### config.mk
export PLATFORM = sky130hd
export DESIGN_NAME = facto_seq_ctrl
export DESIGN_NICKNAME = d
export VERILOG_FILES = /design/src/rtl/facto_seq_ctrl.sv
export SDC_FILE = /design/constraint.sdc
export NUM_CORES = 1
export LEC_CHECK = 0
export ABC_AREA = 1
export BUFFER_PORTS_ARGS = -buffer_cell sky130_fd_sc_hd__buf_2
export CORE_AREA = 2 2 156 158
export CTS_BUF_LIST = sky130_fd_sc_hd__clkbuf_4
export CTS_CLUSTER_SIZE = 24
export DETAILED_ROUTE_END_ITERATION = 7
export DIE_AREA = 0 0 158 160
export PLACE_DENSITY_LB_ADDON = 0.3
export SLEW_MARGIN = 15
export SYNTH_ARGS = -nofsm -noshare
export SYNTH_HDL_FRONTEND = slang
export SYNTH_SLANG_ARGS = --single-unit
### constraint.sdc
create_clock -name clk -period 7.4 [get_ports clk]
set_input_delay 0.37 -clock clk [delete_from_list [all_inputs] [get_ports clk]]
set_output_delay 0.37 -clock clk [all_outputs]
set_load 0.01 [all_outputs]
### src/rtl/facto_seq_ctrl.sv
`default_nettype none
// =============================================================================
// Module   : facto_seq_ctrl
// Brief    : Factorial / double-factorial sequencer driving an external
//            multi-cycle multiplier through a start/done/clear handshake.
// Revision : 1.0 - initial release
// =============================================================================
module facto_seq_ctrl #(
    parameter int WIDTH = 64
) (
    input  logic                 clk,
    input  logic                 reset_n,
    input  logic                 op_start,
    input  logic                 op_clear,
    input  logic [WIDTH-1:0]     operand,
    input  logic                 step_sel,
    input  logic                 intr_en,
    input  logic                 m_opdone,
    input  logic [2*WIDTH-1:0]   m_result,
    output logic                 m_start,
    output logic                 m_clear,
    output logic [WIDTH-1:0]     m_multiplicand,
    output logic [WIDTH-1:0]     m_multiplier,
    output logic [WIDTH-1:0]     result,
    output logic                 overflow,
    output logic                 busy,
    output logic                 done,
    output logic                 interrupt
);

    typedef enum logic [2:0] {
        S_IDLE     = 3'd0,
        S_LOAD     = 3'd1,
        S_MUL_REQ  = 3'd2,
        S_MUL_WAIT = 3'd3,
        S_MUL_CLR  = 3'd4,
        S_DONE     = 3'd5
    } state_t;

    localparam logic [WIDTH-1:0] c_ONE = {{(WIDTH-1){1'b0}}, 1'b1};

    state_t             state_q, state_d;
    logic [WIDTH-1:0]   cnt_q, cnt_d;
    logic [1:0]         step_q, step_d;
    logic [WIDTH-1:0]   result_q, result_d;
    logic               ovf_q, ovf_d;
    logic               mclr_q, mclr_d;
    logic               irq_q, irq_d;

    logic [WIDTH-1:0]   w_step;
    logic [WIDTH-1:0]   w_cnt_next;
    logic               w_accept;

    assign w_step     = {{(WIDTH-2){1'b0}}, step_q};
    // Count saturates at zero so an even N!! cannot wrap around.
    assign w_cnt_next = (cnt_q > w_step) ? (cnt_q - w_step) : '0;
    assign w_accept   = op_start && ((state_q == S_IDLE) || (state_q == S_DONE));

    always_ff @(posedge clk or negedge reset_n) begin
        if (!reset_n) begin
            state_q  <= S_IDLE;
            cnt_q    <= '0;
            step_q   <= 2'd1;
            result_q <= c_ONE;
            ovf_q    <= 1'b0;
            mclr_q   <= 1'b0;
            irq_q    <= 1'b0;
        end else begin
            state_q  <= state_d;
            cnt_q    <= cnt_d;
            step_q   <= step_d;
            result_q <= result_d;
            ovf_q    <= ovf_d;
            mclr_q   <= mclr_d;
            irq_q    <= irq_d;
        end
    end

    always_comb begin
        state_d  = state_q;
        cnt_d    = cnt_q;
        step_d   = step_q;
        result_d = result_q;
        ovf_d    = ovf_q;
        mclr_d   = 1'b0;

        case (state_q)
            S_IDLE: ;
            S_LOAD: begin
                if (cnt_q <= c_ONE) begin
                    state_d = S_DONE;
                    mclr_d  = 1'b1;
                end else begin
                    state_d = S_MUL_REQ;
                end
            end
            S_MUL_REQ:  state_d = S_MUL_WAIT;
            S_MUL_WAIT: begin
                if (m_opdone) begin
                    result_d = m_result[WIDTH-1:0];
                    ovf_d    = ovf_q | (|m_result[2*WIDTH-1:WIDTH]);
                    cnt_d    = w_cnt_next;
                    // Clear the multiplier on both exits: before the next
                    // request, or on entry to DONE.
                    mclr_d   = 1'b1;
                    state_d  = (w_cnt_next <= c_ONE) ? S_DONE : S_MUL_CLR;
                end
            end
            S_MUL_CLR:  state_d = S_MUL_REQ;
            S_DONE:     ;
            default:    state_d = S_IDLE;
        endcase

        if (w_accept) begin
            state_d  = S_LOAD;
            cnt_d    = operand;
            step_d   = step_sel ? 2'd2 : 2'd1;
            result_d = c_ONE;
            ovf_d    = 1'b0;
        end

        if (op_clear) begin
            state_d  = S_IDLE;
            result_d = c_ONE;
            ovf_d    = 1'b0;
            mclr_d   = 1'b1;
        end

        // Interrupt qualifies one cycle after DONE is entered.
        irq_d = (state_q == S_DONE) && (state_d == S_DONE);
    end

    assign m_start        = (state_q == S_MUL_REQ);
    assign m_clear        = mclr_q;
    assign m_multiplicand = result_q;
    assign m_multiplier   = cnt_q;
    assign result         = result_q;
    assign overflow       = ovf_q;
    assign busy           = (state_q == S_LOAD) || (state_q == S_MUL_REQ) ||
                            (state_q == S_MUL_WAIT) || (state_q == S_MUL_CLR);
    assign done           = (state_q == S_DONE);
    assign interrupt      = irq_q & intr_en;

endmodule
`default_nettype wire

# After elaboration in Yosys (flattened, before gate mapping)
# Index checks and enable logic that the tools add are counted.
[op_classes]
n_lt_le_gt_ge = 3
reduce_logical = 15
n_bitwise = 2
n_eq_ne = 6
n_addsub = 1
n_mux = 23
[ops]
columns = ["op", "count"]
rows = [
  ["$mux W64", 8],
  ["$le A64 B1 Y1 const B", 2],
  ["$gt A64 B2 Y1", 1],
  ["$reduce_or A64 Y1", 1],
  ["$sub A64 B2 Y64", 1],
  ["$pmux W3 S5", 1],
  ["$mux W3", 4],
  ["$eq A3 B3 Y1 const B", 3],
  ["$mux W1", 8],
  ["$eq A3 B2 Y1 const B", 2],
  ["$reduce_bool A3 Y1", 2],
  ["$logic_or A1 B1 Y1", 4],
  ["$reduce_and A2 Y1", 2],
  ["$reduce_bool A2 Y1", 2],
  ["$eq A3 B1 Y1 const B", 1],
  ["$logic_not A3 Y1", 1],
  ["$logic_and A1 B1 Y1", 2],
  ["$mux W2", 1],
  ["$pmux W1 S2", 1],
  ["$reduce_or A2 Y1", 1],
  ["$and A1 B1 Y1", 1],
  ["$or A1 B1 Y1", 1],
]
[word_totals]
inputBits = 199
reg_bits = 136
output_inout_bits = 198

# Longest topological paths before layout
[depth]
depth_word = 10
mapped_depth = 23

# Worst setup path before layout
# OpenSTA, ideal clock, no wires.
[synth_path]
kind = "register -> register"
start = "reg step_q[0]"
end = "reg state_q[0]"
arrival_ns = 2.534
t_required_ns = 7.337
stages_incl_launch_ff = 19
setup_slack_ns = 4.804
path_buffers = 0
path_cell_list = "dfstp_2 -> ha_1 -> inv_1 -> fa_1 -> inv_1 -> nand3_4 -> nor2_1 -> nand2_1 -> nor3_1 -> nand3_1 -> nand3_1 -> nand2_1 -> nor2_1 -> nand2_1 -> nor2_1 -> nand2_1 -> nand3_1 -> nand2_1 -> inv_1"
[synth_via]
elab_chain_len = 8
elab_cells_between_ends = 9
[synth_rtl]
columns = ["item", "line_no", "rtl"]
rows = [
  ["start: declaration", "44", "logic [1:0] step_q, step_d;"],
  ["start signal: assignment", "71", "step_q <= step_d;"],
  ["$sub A64 B2 Y64 or $gt A64 B2 Y1 (tied branches)", "56", "assign w_cnt_next = (cnt_q > w_step) ? (cnt_q - w_step) : '0;"],
  ["$mux W64 (*)", "56", ""],
  ["$le A64 B1 Y1 (*)", "106", "state_d = (w_cnt_next <= c_ONE) ? S_DONE : S_MUL_CLR;"],
  ["$mux W1 (*)", "106", ""],
  ["$mux W3 (*)", "99", "if (m_opdone) begin"],
  ["$pmux W3 S5 (*)", "87", "case (state_q)"],
  ["$mux W3 (*)", "114", "if (w_accept) begin"],
  ["$mux W3 (*)", "122", "if (op_clear) begin"],
  ["net state_d[0]", "42", "state_t state_q, state_d;"],
  ["end signal: assignment", "69", "state_q <= state_d;"],
  ["end: declaration", "42", ""],
]
# Mark *: on every way through the listed nets, which the timed path passes. The rest lies on a longest branch.
# A chain may end at the register's enable or synchronous reset.

# Worst setup path after layout
# Same ends and word-level chain as after synthesis.

==> results.md <==
* DRT Pass-1 Iters at 6
* Vias in the first global route at 9,264
* Hold Buf Count CTS at 65
* Int Pwr at 1510 µW
* CP max FO at 47
* Min Tclk post-route at 3.48 ns
* Post_cts resized at 0
* DIE AREA at 25,300 µm²
* Initial core utilization at 0.362
* Initial antenna violation count at 3
* Worst Max-Slew Pin Slew at 0.993 ns
* Final WS setup at 3.92 ns
* CP Buf/Inv Count at 4
* Synth unique cells at 41
* Fmax at 288 MHz
* Netlist Area Pre-Place at 8610 µm²
* Layout cells sized above 1 at 0.302
* Top cell type by total area after synthesis: dfrtp_1
* Status: finished, final reports clean
* CP required at 7.88 ns
* Critical path cell sequence: ha_1 -> inv_1 -> fa_1 -> inv_1 -> nand3_4 -> nor2_8 -> nand2_2 -> nand2_2 -> nand3_2 -> buf_4 -> nand3_1 -> nand2_1 -> nor2_1 -> nand3b_1 -> nor2_1 -> nand2_1 -> nand3_1 -> nand2_1 -> inv_1
* Worst EP arrival at 3.96 ns
* VDD IR max at 127 µV
* Clk_skew at 0.0304 ns
* Wire length per cell at 19.3 µm
* Final period util at 0.470
* # clock sinks at 136
* Post-synthesis cell count at 1,154
* Syn_nets at 1,356
* Setup-failing EPs final at 0
* Slew margin rel. at 0.338
* Gr usage total at 0.282
* Critical-path top delay cell: dfstp_2
* IO buf count at 396
* Fill cells at 2,425
* IO Count at 397
* Post-synth top flop: dfrtp_1
* Placeable Area at 23,800 µm²
* Combinational Power Share at 0.426
* Pin count of the biggest net entering global routing at 77
* CTS max path bufs at 2
* Area occupied by multi-input gates at 4140 µm²
* DRC at 0
* CTS tree: done
* Slowest Stage Delay on Critical Path at 0.56 ns
* Total power at 2820 µW
* Switching power at 1310 µW
* Hpwl dp at 27,700 µm
* Die X at 158 µm
* Area growth, synth to finish at 32.1%
* Post-synth EDFFs at 0
* Syn Area/Cell at 7.46 µm²
* Reg power frac at 0.385
* Final TNS setup at 0 ns
* Synth warn at 0
* Iter 0 DRT Violations at 1,003
* Final #Nets at 1,741
* Hold Path Class: primary input to flip-flop
* Last weighted congestion value of the routability-driven placer at 1.01
* Clk pwr share at 0.190
* Die Ht at 160 µm
* Via count at 9,811
* Final hold violation count at 0
* Row cnt at 57
* First-pass GRT wire length at 54,100 µm
* Post-CTS Repair Setup Buffers at 0
* Clk slew on worst S/H paths at 0.14 ns
* Drt total wl at 36,200 µm
* Sw frac at 0.464
* Clk root buf: clkbuf_4
* Pre-CTS WS at 4.01 ns
* CP Capture Type: flip-flop
* RSZ-0062 raised after global routing: no
* Htree depth at 4
* Crit-path leading delay family: simple AND/OR/NAND/NOR gates
* Slew Limit Fails at 0
* Critical path launch point type: flip-flop
* Total CTS buffers at 17
* Antenna Nets Post-Route at 0
* Number of vias per cell at 5.23
* Top post-synthesis cells by area: dfrtp_1 39%, nand2_1 14%, nor2_1 6.8%, a22o_1 6.4%, buf_4 5.6%
* Top cell type's share of synthesized area at 0.389
* Seq. cell area at 3410 µm²
* MaxCap Viol Count at 0
* Seq/Total Area, Yosys at 0.395
* Crit Path Category: flip-flop to flip-flop
* FF+latch count, synth at 136
* Async SR Flop Fraction at 1.00
* GR Overflow Total at 0
* Power Dens Cells at 248 nW/µm²
* Worst-Skew Late Latency at 0.54 ns
* Leakage at 0.00602 µW
[synthesized netlist by cell type, drive strengths merged (11+ instances only)]
cell type    n
nand2      317
nor2       178
dfrtp      134
inv        108
buf         81
nand3       79
a22o        63
o221ai      39
o21ai       34
clkbuf      24
nor4        17
a21oi       14
xor2        13
o211ai      12
nand4       11
[layout by cell type, fill, tap and decap left out, types with 5 or more instances in the layout]
cell / synthesis / routed
a21oi_1: 14 / 14
a22o_1: 63 / 63
buf_2: 13 / 395
buf_4: 64 / 7
clkbuf_4: 0 / 17
dfrtp_1: 134 / 134
dlygate4sd3_1: 0 / 68
inv_1: 106 / 106
nand2_1: 311 / 311
nand2_2: 5 / 5
nand3_1: 76 / 76
nand4_1: 11 / 11
nor2_1: 157 / 156
nor2_2: 13 / 11
nor2_4: 7 / 10
nor4_1: 17 / 17
o211ai_1: 12 / 12
o21ai_0: 34 / 34
o221ai_1: 39 / 39
o22ai_1: 6 / 6
o311ai_0: 5 / 5
xor2_1: 13 / 13
[power by group through the flow]
| stage | clock [µW] | combinational (µW) | sequential, µW |
|---|---|---|---|
| floorplan | 0 | 684 | 1080 |
| global placement | 0 | 1150 | 1090 |
| detailed placement | 0 | 1150 | 1090 |
| CTS | 550 | 1190 | 1080 |
| global route | 579 | 1330 | 1100 |
| finish | 534 | 1200 | 1080 |
[metal layers]
layer / wire (µm) / vias up / GRT usage / share of wire
met5: 28 / - / 0 / 0.00077
met4: 668 / 4 / 0.0766 / 0.018
met3: 3440 / 52 / 0.0665 / 0.095
met2: 16200 / 536 / 0.428 / 0.45
met1: 15800 / 4631 / 0.402 / 0.44
li1: - / 4588 / - / -
[tightest hold or removal path, cell delays in order]
cell      delay (ns)
buf_2           0.08
nand2_1         0.05
o221ai_1        0.06
[final timing paths]
check / from / endpoint / slack (ns) / cells after the start
max in group asynchronous: reset_n / m_multiplier[20] / 5.57 / 3
max reg2reg: step_q[0] / state_q[0] / 3.92 / 19
min in group asynchronous: reset_n / m_multiplier[25] / 0.36 / 2
min reg2reg: m_multiplicand[21] / m_multiplicand[21] / 0.53 / 1
max: step_q[0] / state_q[0] / 3.92 / 19
min: operand[5] / m_multiplier[5] / 0.05 / 3
[cell type report]
cell class | count | share of cell area
diodes | 1 | 0.000220
clock inverters | 15 | 0.0147
well taps | 324 | 0.0356
repair buffers | 471 | 0.239
clock buffers | 17 | 0.0112
multi-input cells | 804 | 0.364
inverters | 109 | 0.0359
flip-flops and latches | 136 | 0.299
[metrics by stage]
stage / hold WS [ns] / cells / cell area [µm²] / util
global route: 0.00601 / 1877 / 11400 / 0.478
global placement: 0.398 / 1776 / 10400 / 0.437
CTS: 0.000199 / 1873 / 11400 / 0.477
finish: 0.0507 / 1877 / 11400 / 0.478
floorplan: 0.0744 / 1154 / 8610 / -
detailed placement: 0.406 / 1776 / 10400 / 0.437
[state kept, by name, indices dropped and copies added, names as in the netlist]
signal	flops
m_multiplicand	64
m_multiplier	64
state_q	3
step_q	2
irq_q	1
m_clear	1
overflow	1
[kinds of logic after synthesis]
family / Yosys count / share of synthesized area
and+or+nand+nor: 609 / 0.303
adders and majority gates: 3 / 0.00523
buffers and inverters: 214 / 0.126
AOI/OAI and AO/OA: 178 / 0.156
DFF: 136 / 0.395
xor gates and xnor gates: 14 / 0.0142
(Power assumes the default switching activity.)
